**config.mk**
```make
export PLATFORM = sky130hd
export DESIGN_NAME = mips_multicycle_ctrl
export DESIGN_NICKNAME = d
export VERILOG_FILES = /design/src/rtl/mips_ctrl_pkg.sv /design/src/rtl/mips_multicycle_ctrl_alu_decoder.sv /design/src/rtl/mips_multicycle_ctrl.sv
export SDC_FILE = /design/constraint.sdc
export NUM_CORES = 1
export LEC_CHECK = 0
export CAP_MARGIN = 0
export CORE_MARGIN = 2
export CORE_UTILIZATION = 35
export CTS_BUF_LIST = sky130_fd_sc_hd__clkbuf_16
export DETAILED_ROUTE_END_ITERATION = 10
export PLACE_DENSITY_LB_ADDON = 0.12
export REMOVE_ABC_BUFFERS = 1
export SLEW_MARGIN = 20
export SYNTH_ARGS = -nofsm -noshare
export SYNTH_HDL_FRONTEND = slang
export SYNTH_SLANG_ARGS = --single-unit
```
**constraint.sdc**
```tcl
create_clock -name clk -period 2.25 [get_ports clk]
set_input_delay 0.675 -clock clk [delete_from_list [all_inputs] [get_ports clk]]
set_output_delay 0.675 -clock clk [all_outputs]
set_load 0.1 [all_outputs]
```
**src/rtl/mips_ctrl_pkg.sv**
```systemverilog
// Shared definitions for the multi-cycle MIPS control unit: opcodes, funct
// codes, ALUOp encodings, ALU control codes and the controller state enum.
package mips_ctrl_pkg;

    // Primary opcodes (instr[31:26])
    localparam logic [5:0] OP_RTYPE = 6'b000000;
    localparam logic [5:0] OP_LW    = 6'b100011;
    localparam logic [5:0] OP_SW    = 6'b101011;
    localparam logic [5:0] OP_BEQ   = 6'b000100;
    localparam logic [5:0] OP_ADDI  = 6'b001000;
    localparam logic [5:0] OP_J     = 6'b000010;

    // R-type function codes (instr[5:0])
    localparam logic [5:0] FN_ADD = 6'b100000;
    localparam logic [5:0] FN_SUB = 6'b100010;
    localparam logic [5:0] FN_AND = 6'b100100;
    localparam logic [5:0] FN_OR  = 6'b100101;
    localparam logic [5:0] FN_SLT = 6'b101010;

    // ALU control codes driven to the shared ALU
    localparam logic [2:0] ALU_AND = 3'b000;
    localparam logic [2:0] ALU_OR  = 3'b001;
    localparam logic [2:0] ALU_ADD = 3'b010;
    localparam logic [2:0] ALU_SUB = 3'b110;
    localparam logic [2:0] ALU_SLT = 3'b111;

    // ALUOp: how the ALU decoder chooses the operation
    typedef enum logic [1:0] {
        ALUOP_ADD   = 2'b00,
        ALUOP_SUB   = 2'b01,
        ALUOP_FUNCT = 2'b10
    } alu_op_t;

    // Controller states; HALT sits apart from the working states so it is
    // easy to spot on a waveform and cannot be reached by a counting slip.
    typedef enum logic [3:0] {
        S_FETCH  = 4'd0,
        S_DECODE = 4'd1,
        S_MEMADR = 4'd2,
        S_MEMRD  = 4'd3,
        S_MEMWB  = 4'd4,
        S_MEMWR  = 4'd5,
        S_EXEC   = 4'd6,
        S_ALUWB  = 4'd7,
        S_BRANCH = 4'd8,
        S_ADDIEX = 4'd9,
        S_ADDIWB = 4'd10,
        S_JUMP   = 4'd11,
        S_HALT   = 4'd15
    } state_t;

    // True for the last state of every supported instruction; leaving one of
    // these for FETCH retires an instruction.
    function automatic logic is_final_state(input state_t s);
        case (s)
            S_MEMWB, S_MEMWR, S_ALUWB, S_BRANCH, S_ADDIWB, S_JUMP: return 1'b1;
            default:                                               return 1'b0;
        endcase
    endfunction

endpackage

```
**src/rtl/mips_multicycle_ctrl_alu_decoder.sv**
```systemverilog
// ALU decoder: maps ALUOp and the R-type funct field onto the ALU control code.
module ALU_Decoder
    import mips_ctrl_pkg::*;
(
    input  alu_op_t    alu_op_i,
    input  logic [5:0] funct_i,
    output logic [2:0] alu_control_o
);

    // Select the ALU operation; unknown funct codes fall back to add
    always_comb begin
        // NOTE: assigning a default before the case keeps every path driven,
        // so no latch is inferred when a branch forgets an assignment.
        alu_control_o = ALU_ADD;
        case (alu_op_i)
            ALUOP_ADD: alu_control_o = ALU_ADD;
            ALUOP_SUB: alu_control_o = ALU_SUB;
            ALUOP_FUNCT: begin
                case (funct_i)
                    FN_ADD:  alu_control_o = ALU_ADD;
                    FN_SUB:  alu_control_o = ALU_SUB;
                    FN_AND:  alu_control_o = ALU_AND;
                    FN_OR:   alu_control_o = ALU_OR;
                    FN_SLT:  alu_control_o = ALU_SLT;
                    default: alu_control_o = ALU_ADD;
                endcase
            end
            default: alu_control_o = ALU_ADD;
        endcase
    end

endmodule

```
**src/rtl/mips_multicycle_ctrl.sv**
```systemverilog
// Multi-cycle MIPS control FSM: sequences the shared ALU and unified memory
// datapath one state per cycle and counts retired instructions.
module mips_multicycle_ctrl
    import mips_ctrl_pkg::*;
(
    input  logic        clk,
    input  logic        rst,
    input  logic        run,
    input  logic [5:0]  opcode,
    input  logic [5:0]  funct,
    input  logic        zero,
    output logic        iord,
    output logic        mem_write,
    output logic        ir_write,
    output logic        reg_dst,
    output logic        mem_to_reg,
    output logic        reg_write,
    output logic        alu_src_a,
    output logic [1:0]  alu_src_b,
    output logic [2:0]  alu_control,
    output logic [1:0]  pc_src,
    output logic        pc_en,
    output logic        halted,
    output logic [31:0] instret
);

    state_t      state_q, state_d;
    logic [31:0] instret_q, instret_d;
    alu_op_t     alu_op;
    logic        pc_write;
    logic        branch;

    // State and retire counter registers with synchronous reset
    always_ff @(posedge clk) begin
        // NOTE: registers use non-blocking assignments so every flop samples
        // values from before the edge, independent of statement order.
        if (rst) begin
            state_q   <= S_FETCH;
            instret_q <= '0;
        end else begin
            state_q   <= state_d;
            instret_q <= instret_d;
        end
    end

    // Next state and Moore control outputs decoded from the current state
    always_comb begin
        state_d    = state_q;
        iord       = 1'b0;
        mem_write  = 1'b0;
        ir_write   = 1'b0;
        reg_dst    = 1'b0;
        mem_to_reg = 1'b0;
        reg_write  = 1'b0;
        alu_src_a  = 1'b0;
        alu_src_b  = 2'b00;
        alu_op     = ALUOP_ADD;
        pc_src     = 2'b00;
        pc_write   = 1'b0;
        branch     = 1'b0;
        halted     = 1'b0;

        case (state_q)
            S_FETCH: begin
                // PC+1 is computed every FETCH cycle, but only committed
                // together with the instruction load when run allows it.
                iord      = 1'b0;
                alu_src_a = 1'b0;
                alu_src_b = 2'b01;
                alu_op    = ALUOP_ADD;
                pc_src    = 2'b00;
                if (run) begin
                    ir_write = 1'b1;
                    pc_write = 1'b1;
                    state_d  = S_DECODE;
                end
            end
            S_DECODE: begin
                // Precompute the branch target (PC+1 + SignImm) in ALUOut
                alu_src_a = 1'b0;
                alu_src_b = 2'b10;
                alu_op    = ALUOP_ADD;
                case (opcode)
                    OP_LW, OP_SW: state_d = S_MEMADR;
                    OP_RTYPE:     state_d = S_EXEC;
                    OP_BEQ:       state_d = S_BRANCH;
                    OP_ADDI:      state_d = S_ADDIEX;
                    OP_J:         state_d = S_JUMP;
                    default:      state_d = S_HALT;
                endcase
            end
            S_MEMADR: begin
                alu_src_a = 1'b1;
                alu_src_b = 2'b10;
                alu_op    = ALUOP_ADD;
                state_d   = (opcode == OP_SW) ? S_MEMWR : S_MEMRD;
            end
            S_MEMRD: begin
                iord    = 1'b1;
                state_d = S_MEMWB;
            end
            S_MEMWB: begin
                reg_dst    = 1'b0;
                mem_to_reg = 1'b1;
                reg_write  = 1'b1;
                state_d    = S_FETCH;
            end
            S_MEMWR: begin
                iord      = 1'b1;
                mem_write = 1'b1;
                state_d   = S_FETCH;
            end
            S_EXEC: begin
                alu_src_a = 1'b1;
                alu_src_b = 2'b00;
                alu_op    = ALUOP_FUNCT;
                state_d   = S_ALUWB;
            end
            S_ALUWB: begin
                reg_dst    = 1'b1;
                mem_to_reg = 1'b0;
                reg_write  = 1'b1;
                state_d    = S_FETCH;
            end
            S_BRANCH: begin
                alu_src_a = 1'b1;
                alu_src_b = 2'b00;
                alu_op    = ALUOP_SUB;
                pc_src    = 2'b01;
                branch    = 1'b1;
                state_d   = S_FETCH;
            end
            S_ADDIEX: begin
                alu_src_a = 1'b1;
                alu_src_b = 2'b10;
                alu_op    = ALUOP_ADD;
                state_d   = S_ADDIWB;
            end
            S_ADDIWB: begin
                reg_dst    = 1'b0;
                mem_to_reg = 1'b0;
                reg_write  = 1'b1;
                state_d    = S_FETCH;
            end
            S_JUMP: begin
                pc_src   = 2'b10;
                pc_write = 1'b1;
                state_d  = S_FETCH;
            end
            S_HALT: begin
                // Parked until reset; every strobe stays low
                halted  = 1'b1;
                state_d = S_HALT;
            end
            default: begin
                state_d = S_HALT;
            end
        endcase
    end

    // PC load: unconditional writes, or a taken beq using the live zero flag
    always_comb begin
        pc_en = pc_write | (branch & zero);
    end

    // Retire count advances when a completed instruction hands back to FETCH
    always_comb begin
        instret_d = instret_q;
        if (is_final_state(state_q) && (state_d == S_FETCH)) begin
            instret_d = instret_q + 32'd1;
        end
    end

    assign instret = instret_q;

    ALU_Decoder u_alu_decoder (
        .alu_op_i      (alu_op),
        .funct_i       (funct),
        .alu_control_o (alu_control)
    );

endmodule

```
Word level (Yosys, flattened, before mapping)
Index checks and enable logic that the tools add are counted.

Add/sub/neg operators: 1. Equality and inequality tests: 23. Multiplexer cells: 21. Bitwise gates (word level): 2. Reductions and logical operators: 10.

Operator list (number): 6-bit equality test, second input constant (6); 32-bit by 1-bit adder with 32-bit output, second input constant (1); 4-bit case mux with 7 select lines (1); 4-bit equality test, second input constant (5); 4-bit case mux with 5 select lines (1); 4-bit by 3-bit equality test with 1-bit output, second input constant (4); 2-bit case mux with 2 select lines (3); 3-bit case mux with 4 select lines (1); 1-bit 2-to-1 mux (11); 4-bit by 2-bit equality test with 1-bit output, second input constant (2); 4-bit logical NOT (2); 6-bit by 2-bit equality test with 1-bit output, second input constant (1); 6-bit by 3-bit equality test with 1-bit output, second input constant (1); 6-bit by 4-bit equality test with 1-bit output, second input constant (1); 6-bit logical NOT (1); 3-bit case mux with 2 select lines (1); 3-bit OR reduction (2); 6-bit OR reduction (1); 4-bit by 1-bit equality test with 1-bit output, second input constant (1); 4-bit 2-to-1 mux (1); 2-bit OR reduction (2); 4-bit OR reduction (1); 3-bit 2-to-1 mux (1); 2-bit by 1-bit equality test with 1-bit output, second input constant (1); 5 further kinds (5).

Bits in registers: 36. Input bits: 16.

Depth between registers and ports, before layout
Depth in word-level cells: 6. Mapped depth: 7.

Modules after synthesis
A second synthesis with hierarchy kept.

Cell total of the unflattened synthesis: 263. Area total of the unflattened synthesis: 2085.8 sq um.

By module, submodules not included: mips_multicycle_ctrl (instances 1, cells each 248, area an instance 1966.9 sq um, sequential area each 720.7 sq um); ALU_Decoder (instances 1, cells each 15, area an instance 118.9 sq um, sequential area each 0.0 sq um).

Worst setup path after synthesis
No wires, ideal clock.

Kind: register to output. Start point: register state_q[1]. End point: output alu_control[0]. Arrival time: 5522 ps. Required time: 1575 ps. Slack: -3947 ps. Cell stages (with the launch flop): 6. Path buffers: 1. Cell sequence: dfxtp_1 -> clkbuf_1 -> nor3_1 -> inv_1 -> ha_1 -> nor3b_1.

Cells in the longest elaborated chain, start to end: 4. Elaborated cells between the ends (all ways): 6. Those cells by class: 4 x eq/ne; 2 x mux.

Ends and longest elaborated chain: from (decl) (line mips_multicycle_ctrl.sv:27) `state_t state_q, state_d;`; from (signal assigned) (line mips_multicycle_ctrl.sv:41) `state_q <= state_d;`; 4-bit equality test or 4-bit by 3-bit equality test with 1-bit output (tied branches) (line mips_multicycle_ctrl.sv:63) `case (state_q)`; 2-bit case mux with 2 select lines (*) (line mips_multicycle_ctrl.sv:63); 2-bit equality test or 2-bit by 1-bit equality test with 1-bit output (tied branches) (line mips_multicycle_ctrl_alu_decoder.sv:15) `case (alu_op_i)`; 3-bit case mux with 2 select lines (*) (line mips_multicycle_ctrl_alu_decoder.sv:15); to (decl) (line mips_multicycle_ctrl.sv:20) `output logic [2:0] alu_control,`.

Every way passes the cells marked *; elsewhere a longest branch is shown, timed or not.

Worst setup path after layout
Start point: register state_q[2]. End point: output alu_control[1].

The elaborated chain is that of the path after synthesis.

==> run summary <==
Sink Count - 36
Layout cell share with drive strength beyond 1 - 38.5%
Worst skew pair latency - 0.28 ns
Ant. Diodes - 0
Most frequent cell after synthesis - nor2_1
Final Max Tran Viols - 0
Post-layout util - 63.5%
FFs w/ async S/R, synth - 0%
Nets@finish - 371
Startpoint types - flop
WP data required - 1.57 ns
Post-Route Skew - 0.00377 ns
Fin. Hold Viols - 0
CTS Buf Count - 5
Synth top cells by count - 40 x nor2_1, 36 x dfxtp_1, 18 x a21oi_1, 18 x nand2_1, 18 x xor2_1
Fmax - 0.424 GHz
WL per Instance - 13.2 microns
Hold Path Class - reg2reg
Slew of the pin with the lowest slew margin - 0.367 ns
Syn avg cell area - 7.80 sq um
Largest net degree at the start of global routing - 37
Tot Pwr - 3610 uW
First-pass GRT wire length - 9700 microns
Synth Instances - 262
Place WS - -0.473 ns
Sw Share - 46.0%
Clock power frac - 18.6%
Crit path capture type - output port
CTS clock-pin slew for the worst setup and hold paths - 0.06 ns
CP max FO - 3
Vias after detailed routing - 2178
CP Class - reg2out
Synth Cell Area - 2040 sq um
# setup viols final - 5
Initial DRC Count - 100
Fin crit share - 105%
CTS root buffer - clkbuf_16
Routability cong. - 0.758
Setup ws final - -0.110 ns
Vias in the first global route - 2080
Routed WL - 5630 microns
CTS max path bufs - 2
Yosys top cell by area - dfxtp_1
Combinational group share of total power - 61.0%
Pwr dens - 1020 nW/um^2
Sequential-to-total area share from yosys stat - 35.3%
Remaining Overflow, GRT - 0
Initial Util - 36.7%
Area of the core - 5570 sq um
Die ar. - 6470 sq um
Synth area leaders - dfxtp_1 35%, xor2_1 7.7%, nor2_1 7.3%
Internal power - 1950 uW
Final Critical Period - 2.36 ns
DR pass1 iterations - 4
Failing checks - setup timing
Sequential Power Share - 20.4%
Top cell type's share of synthesized area - 35.3%
Die X - 80.4 microns
DRC - 0
# rows - 27
Post-DP HPWL - 4010 microns
Post-synth EDFFs - 0
All-layer global routing usage - 18.8%
Switching power - 1660 uW
Synth unique cells - 36
I/O pins - 64
Yosys warns - 0
Yosys reg bits - 36
Vias per cell - 5.12
Result of the run - finished, violations left
Initial antenna violation count - 0
Leakage - 0.00138 uW
Worst EP arrival - 1.69 ns
Antenna-violating nets left - 0
Slew margin rel. - 75.4%
Final hold slack - 0.485 ns
Clock tree from TritonCTS - built
Die Span Y - 80.4 microns
Area growth syn-to-layout - 73.3%
Fillcell total - 481
Commonest register cell after synthesis - dfxtp_1
H-Tree Depth - 2
MaxCap Viol Count - 0
Peak VDD IR - 0.00193 V
Cell Area, Placed - 3210 sq um
Port-buffer cells - 63
RSZ-0062 raised after global routing - true
Final instance area - 3540 sq um
-- final timing paths --
kind / start / to / slack (ns) / depth (start not counted)
worst min register to register: instret[31] / instret[31] / 0.48 / 2
worst max-delay path: state_q[2] / alu_control[1] / -0.11 / 7
worst min-delay path: instret[31] / instret[31] / 0.48 / 2
worst max register to register: state_q[3] / instret[28] / 0.17 / 7
-- sequential cells by signal, indices dropped and copies added, names as in the netlist --
register,count
instret,32
state_q,4
-- power groups by stage --
stage	logic, uW	clock network [uW]	registers, uW
after global placement	1980	0	724
after global routing	2300	715	742
after floorplan	943	0	851
after CTS	2150	687	732
final	2200	673	736
after detailed placement	1990	0	726
-- area by class of cell --
type	count	area (sq um)	share of cell area, %
multi-input cells	204	1400	39.5
clock buffers	5	125	3.53
well taps	72	90.1	2.54
clock inverters	3	18.8	0.530
repair buffers	99	1160	32.8
flip-flops and latches	36	724	20.5
inverters	6	22.5	0.636
-- repair_timing --
item / 4_1_cts / 5_1_grt
resized for setup: 56 / 12
hold buffers: 0 / 0
endpoints found under the setup margin: 8 / 11
buffers inserted: 3 / 1
pin swaps: 14 / 9
hold endpoints to repair: 0 / 0
gates cloned: 0 / 0
-- cells in the final DEF, fill, tap and decap left out, types with 6 or more instances in the layout --
master and count:
nand2_1 17, nand4_1 13, nor2_1 35, or3_1 6, o31ai_1 9, clkdlybuf4s50_1 8, or4_1 7, nand3_1 7
xor2_1 18, o21ai_0 11, a21oi_1 15, dfxtp_1 33, buf_4 48, buf_12 31
-- metrics by stage --
| step | cells | TNS [ns] |
|---|---|---|
| floorplan | 246 | -29.51 |
| global placement | 413 | -1.16 |
| detailed placement | 413 | -1.27 |
| CTS | 424 | -0.358 |
| global route | 425 | -0.655 |
| finish | 425 | -0.323 |
-- critical path: stages (launching register included) --
cell	delay, ns
dfxtp_2	0.32
buf_4	0.13
nor2b_4	0.12
nand2_2	0.07
inv_2	0.05
ha_4	0.24
a211o_1	0.30
buf_12	0.17
-- logic make-up (layout without fill, tap and decap cells) --
family | Yosys count | in the layout | share of synthesized area, %
compound gates | 47 | 47 | 13.8
flops | 36 | 36 | 35.3
xor+xnor | 22 | 22 | 9.42
mux | 1 | 1 | 0.490
fa+ha+maj | 3 | 3 | 1.84
buf+inv | 22 | 113 | 4.22
simple gates | 131 | 131 | 34.9
-- routing by layer --
layer,vias to the layer above,wire length (microns),GRT usage (%)
li1,1112,-,-
met1,1021,2650,24.6
met2,37,2720,31.2
met3,8,186,3.71
met4,0,74,5.76
met5,-,0,0
(Power assumes the default switching activity.)
==> RTL change 1: new RTL, same flow settings <==
Take the reset off `instret_q` and load it in a clocked block of its own.
--- a/src/rtl/mips_multicycle_ctrl.sv
+++ b/src/rtl/mips_multicycle_ctrl.sv
@@ -37,9 +37,11 @@
         if (rst) begin
             state_q   <= S_FETCH;
-            instret_q <= '0;
         end else begin
             state_q   <= state_d;
-            instret_q <= instret_d;
         end
+    end
+
+    always_ff @(posedge clk) begin
+        instret_q <= instret_d;
     end
 
Behaviour: differs if rst is asserted again (counterexample within 4 cycles, from zero or initial values and one cycle with rst high); with rst held inactive, the same outputs for 10 cycles.
==> RTL change 1 against the unedited design <==
The run still ends with negative setup slack left. Routed wire length down 8.6%. Global-route usage down 2.6 points. Cell area increased by 6.3%. Synthesized cell count down 23%. Setup slack worse by 11 ps. Sequential cell count unchanged. Sequential share of layout area grew 7.4 points. Synthesized area up 3.9%. Critical path type unchanged.
Power is left out: the tool's default activity adds up to more than one toggle a clock period on the data nets, which glitch-free logic cannot reach.
==> RTL change 1: results (changes against the unedited design) <==
Outcome
  – Outcome: finished, violations left
  – Failing checks: negative setup slack

Worst setup path
  – Slowest cell on the critical path: dfxtp_4
  – Crit path to: alu_control[1]
  – CP max FO: 11 (+8)
  – Crit path from: state_q[3]
  – Worst r2r path cells: 5 (-2)
  – FF-to-FF setup slack: 290 ps (+120 ps)
  – RR Endpoint: instret[24]
  – CP max stage delay: 350 ps (+30 ps)

Timing
  – Final hold slack: 584 ps (+99.0 ps)
  – Max Clock Skew: 11.4 ps (+7.67 ps)
  – Endpoints failing setup: 4 (-1)
  – Final WS setup: -121 ps (-11.1 ps)

Detailed routing
  – Total wire length: 5150 µm (-8.6%)
  – Drt via density: 4.99 (-2.6%)
  – Violation count after the first detailed-route iteration: 65 (-35%)

Global route
  – All-Layer GR Usage: 0.162 (-0.0261)
  – Global-route wire length before repair: 8450 µm (-13%)
  – Vias in the first global route: 1806 (-13%)

Yosys
  – Most instantiated cells after synthesis: edfxtp_1, xnor2_1, nor2_1, nand2_1, nand3_1
  – Synth area leaders: edfxtp_1, xnor2_1, dfxtp_1, nand3_1, nor2_1
  – EDFF count, synth: 32 (+32)
  – Sequential share of the synthesized area: 0.490 (+0.137)

CTS
  – Clock root buffer master: clkbuf_16

Finish
  – Largest register FFs: 32 (unchanged)
  – Fill cells: 469 (-2.5%)
  – Layout cells sized above 1: 0.433 (+0.0481)
  – # nets final: 318 (-14%)

Placement
  – Post-Place Cell Area: 3420 µm² (+6.5%)
  – Final HPWL DP: 3830 µm (-4.6%)

Min path
  – Hold EP: instret[1]
[RTL change 1: cell types whose count changed after synthesis, moves of 7 or more]
| cell | unedited run | this run |
|---|---|---|
| edfxtp_1 | 0 | 32 |
| dfxtp_1 | 36 | 4 |
| o31ai_1 | 9 | 1 |
| nor2_1 | 40 | 17 |
| xnor2_1 | 4 | 28 |
| a21oi_1 | 18 | 7 |
| or4_1 | 7 | 0 |
| o21ai_0 | 12 | 3 |
| xor2_1 | 18 | 5 |
[RTL change 1: metal layers]
layer	up-vias	GRT usage	share of wire
met4	0	0.0400	0.0052
met5	-	0	0
met2	30	0.288	0.54
met3	2	0.0363	0.031
met1	905	0.198	0.42
li1	935	-	-
[RTL change 1: area by class of cell]
cell class | instances | share of cell area
clock inverter | 3 | 0.00499
timing repair buffer | 98 | 0.341
sequential | 36 | 0.279
tap | 75 | 0.0249
multi-input combinational | 150 | 0.309
clock buffer | 5 | 0.0332
inverter | 8 | 0.00864
[RTL change 1: cells by family after synthesis]
| family | count (synthesis) | share of synthesized area |
|---|---|---|
| simple gates | 91 | 0.256 |
| flops | 36 | 0.490 |
| xor+xnor | 33 | 0.136 |
| compound gates | 22 | 0.0689 |
| buf+inv | 15 | 0.0265 |
| fa+ha+maj | 3 | 0.0177 |
| mux | 1 | 0.00471 |
[RTL change 1: per-stage QoR]
step	worst slack (ps)	cells	util	setup TNS, ps
global route	-180	375	0.640	-562
global placement	-467	358	0.581	-1350
detailed placement	-525	358	0.581	-1540
floorplan	-4000	194	-	-45800
CTS	-158	368	0.623	-664
finish	-121	375	0.640	-337
[RTL change 1: timing repair]
action,4_1_cts,5_1_grt
setup endpoints to repair,6,9
gates resized for setup,36,27
hold endpoints to repair,0,0
setup buffers,2,7
pin swaps,11,13
==> RTL change 2: new RTL, config.mk and constraints unchanged <==
Without the edit above. Register the output `alu_src_a`, cleared by the reset; this adds one clock of latency there. The other outputs are not delayed to match.
--- a/src/rtl/mips_multicycle_ctrl.sv
+++ b/src/rtl/mips_multicycle_ctrl.sv
@@ -24,4 +24,6 @@
     output logic [31:0] instret
 );
+
+    logic alu_src_a_d;
 
     state_t      state_q, state_d;
@@ -53,5 +55,5 @@
         mem_to_reg = 1'b0;
         reg_write  = 1'b0;
-        alu_src_a  = 1'b0;
+        alu_src_a_d = 1'b0;
         alu_src_b  = 2'b00;
         alu_op     = ALUOP_ADD;
@@ -66,5 +68,5 @@
                 // together with the instruction load when run allows it.
                 iord      = 1'b0;
-                alu_src_a = 1'b0;
+                alu_src_a_d = 1'b0;
                 alu_src_b = 2'b01;
                 alu_op    = ALUOP_ADD;
@@ -78,5 +80,5 @@
             S_DECODE: begin
                 // Precompute the branch target (PC+1 + SignImm) in ALUOut
-                alu_src_a = 1'b0;
+                alu_src_a_d = 1'b0;
                 alu_src_b = 2'b10;
                 alu_op    = ALUOP_ADD;
@@ -91,5 +93,5 @@
             end
             S_MEMADR: begin
-                alu_src_a = 1'b1;
+                alu_src_a_d = 1'b1;
                 alu_src_b = 2'b10;
                 alu_op    = ALUOP_ADD;
@@ -112,5 +114,5 @@
             end
             S_EXEC: begin
-                alu_src_a = 1'b1;
+                alu_src_a_d = 1'b1;
                 alu_src_b = 2'b00;
                 alu_op    = ALUOP_FUNCT;
@@ -124,5 +126,5 @@
             end
             S_BRANCH: begin
-                alu_src_a = 1'b1;
+                alu_src_a_d = 1'b1;
                 alu_src_b = 2'b00;
                 alu_op    = ALUOP_SUB;
@@ -132,5 +134,5 @@
             end
             S_ADDIEX: begin
-                alu_src_a = 1'b1;
+                alu_src_a_d = 1'b1;
                 alu_src_b = 2'b10;
                 alu_op    = ALUOP_ADD;
@@ -180,4 +182,12 @@
     );
 
+    always_ff @(posedge clk) begin
+        if (rst) begin
+            alu_src_a <= '0;
+        end else begin
+            alu_src_a <= alu_src_a_d;
+        end
+    end
+
 endmodule
 
Formal check against the unedited RTL: not equivalent (Yosys sat finds a counterexample within 4 cycles, from zero or initial values and one cycle with rst high).
==> RTL change 2 against the unedited design <==
The flow still finishes with violations (negative setup slack). Final cell count rose by 1.2%. Setup slack better by 42 ps. Power is 0.39% lower. Routed wire length shrank 1.9%. Hold slack got worse by 3.3 ps. Via count is 0.96% higher. Cell area down 1.7%. First-iteration DRC count down 45%. Register-to-register slack got worse by 20 ps. Synthesized area is 1.5% higher. Sequential cell count grew 1. Synthesized cell count up 1.5%.
==> RTL change 2: results (changes against the unedited design) <==
Min path
  – Type of the most critical hold path: reg -> reg
  – Hold Path Depth: 2 (unchanged)
  – Min-delay src: instret[31]
  – Hold EP: instret[31]

Worst setup path
  – CP top delay family: simple AND/OR/NAND/NOR gates
  – RR Startpoint: state_q[3]
  – FF-to-FF setup slack: 150 ps (-20 ps)
  – Worst r2r path cells: 8 (+1)
  – CP max FO: 3 (unchanged)
  – CP max stage delay: 320 ps (about the same)
  – Crit path DAT: 1640 ps (-50 ps)
  – Slowest cell on the critical path: dfxtp_2
  – RR Endpoint: instret[31]

Placement
  – Post-Place Cell Area: 3230 µm² (+0.55%)
  – Port Buf Inserts: 63 (unchanged)
  – Final HPWL DP: 4020 µm (+0.24%)
  – Placer congestion estimate: 0.779 (+2.8%)

CTS
  – Longest Clk Path Bufs: 2 (unchanged)
  – Worst-path clk slew: 50 ps
  – TritonCTS Buffers: 5 (unchanged)
  – H-tree depth: 2 (unchanged)
  – Worst skew pair latency: approximately 270 ps
  – Clock root buffer master: clkbuf_16

Yosys
  – Synth area leaders: dfxtp_1, nor2_1, a21oi_1, o21ai_0, or3_1
  – Yosys Warn Count: 0 (unchanged)
  – Ys flop type: dfxtp_1
  – Sequential share of the synthesized area: 0.357 (+0.00433)
  – Async set-reset flop share out of synthesis: 0 (unchanged)
  – Most instantiated cells after synthesis: dfxtp_1, nor2_1, a21oi_1, o21ai_0, nand2_1
  – Synth cell types: 39 (+8.3%)

Global route
  – All-Layer GR Usage: 0.179 (-0.00918)
  – Global-route wire length before repair: 9420 µm (-2.9%)
  – Antenna violations before repair: 0 (unchanged)
  – Largest net degree at the start of global routing: 38 (+2.7%)
  – Vias in the first global route: 2136 (+2.7%)

Outcome
  – Failing checks: negative setup slack
  – Outcome: finished, violations left

Detailed routing
  – Violation count after the first detailed-route iteration: 55 (-45%)
  – Drt via density: 5.11 (-0.21%)
  – Total wire length: 5530 µm (-1.9%)
  – TritonRoute pass-1 iters: 6 (+2)

Finish
  – Fill cells: 559 (+16%)
  – # nets final: 373 (+0.54%)
  – Inserted Diodes: 0 (unchanged)
  – Layout cells sized above 1: 0.355 (-0.0303)

Pwr
  – Worst VDD drop: 0.603 mV (-69%)
  – Leakage: 1.33 nW (-3.1%)
  – Sw Share: 0.438 (-0.0221)

Timing
  – Slew HR: 0.743 (-0.0110)
  – Final WS setup: -68.5 ps (+41.7 ps)
  – Max Clock Skew: 6.50 ps (+2.73 ps)
  – Endpoints failing setup: 3 (-2)
-- RTL change 2: worst max path at each step --
stage	from	endpoint	slack [ps]	cells past startpoint
4_1_cts	state_q[2]	alu_control[0]	-90	7
3_5_place_dp	funct[5]	alu_control[0]	-490	7
5_1_grt	state_q[2]	alu_control[0]	-150	7
2_1_floorplan	state_q[3]	alu_control[0]	-4070	5
6_report	state_q[2]	alu_control[0]	-70	7
3_3_place_gp	funct[5]	alu_control[0]	-440	8
-- RTL change 2: final cells by class --
cell class,count,area [µm²],area share
Inverter,7,26.3,0.00754
Timing Repair Buffer,94,1090,0.313
Clock inverter,3,41.3,0.0119
Clock buffer,5,125,0.0359
Multi-Input combinational cell,209,1360,0.390
Tap cell,75,93.8,0.0269
Sequential cell,37,746,0.214
-- RTL change 2: worst min-delay path, stage by stage, from the launching register on --
cell and delay [ps]:
dfxtp_1 320, o31ai_1 60, a21oi_1 50
-- RTL change 2: routing by layer --
layer,up-vias,part of all wire,global-route usage
li1,1132,-,-
met1,1028,0.44,0.222
met2,35,0.51,0.312
met3,4,0.036,0.0422
met4,0,0.0080,0.0441
met5,-,0,0
-- RTL change 2: per-stage QoR --
step | setup slack, ps | TNS, ps | instances | hold slack, ps
after floorplan | -4070 | -28800 | 253 | 641
after CTS | -92.1 | -263 | 430 | 486
final | -68.5 | -179 | 430 | 482
after detailed placement | -487 | -1370 | 421 | 478
after global placement | -442 | -1190 | 421 | 469
after global routing | -148 | -491 | 430 | 515
-- RTL change 2: cells by family after synthesis --
| group | after synthesis | share of synthesized area |
|---|---|---|
| AO/OA/AOI/OAI | 61 | 0.169 |
| adder cells (fa/ha/maj) | 3 | 0.0181 |
| XOR/XNOR | 15 | 0.0633 |
| flip-flops | 37 | 0.357 |
| buffers and inverters | 20 | 0.0386 |
| AND/OR/NAND/NOR | 129 | 0.349 |
| multiplexers | 1 | 0.00482 |
-- RTL change 2: timing repair --
action	4_1_cts	5_1_grt
pin swaps	11	2
setup buffers	1	0
resized for setup	52	3
hold buffers	0	0
endpoints found under the setup margin	9	6
-- RTL change 2: power by group through the flow --
stage / Combinational (W) / Clock, W / Sequential (W)
2_1_floorplan: 0.000870 / 0 / 0.000937
3_3_place_gp: 0.00194 / 0 / 0.000751
3_5_place_dp: 0.00195 / 0 / 0.000750
4_1_cts: 0.00206 / 0.000796 / 0.000758
5_1_grt: 0.00217 / 0.000828 / 0.000769
6_report: 0.00206 / 0.000775 / 0.000762
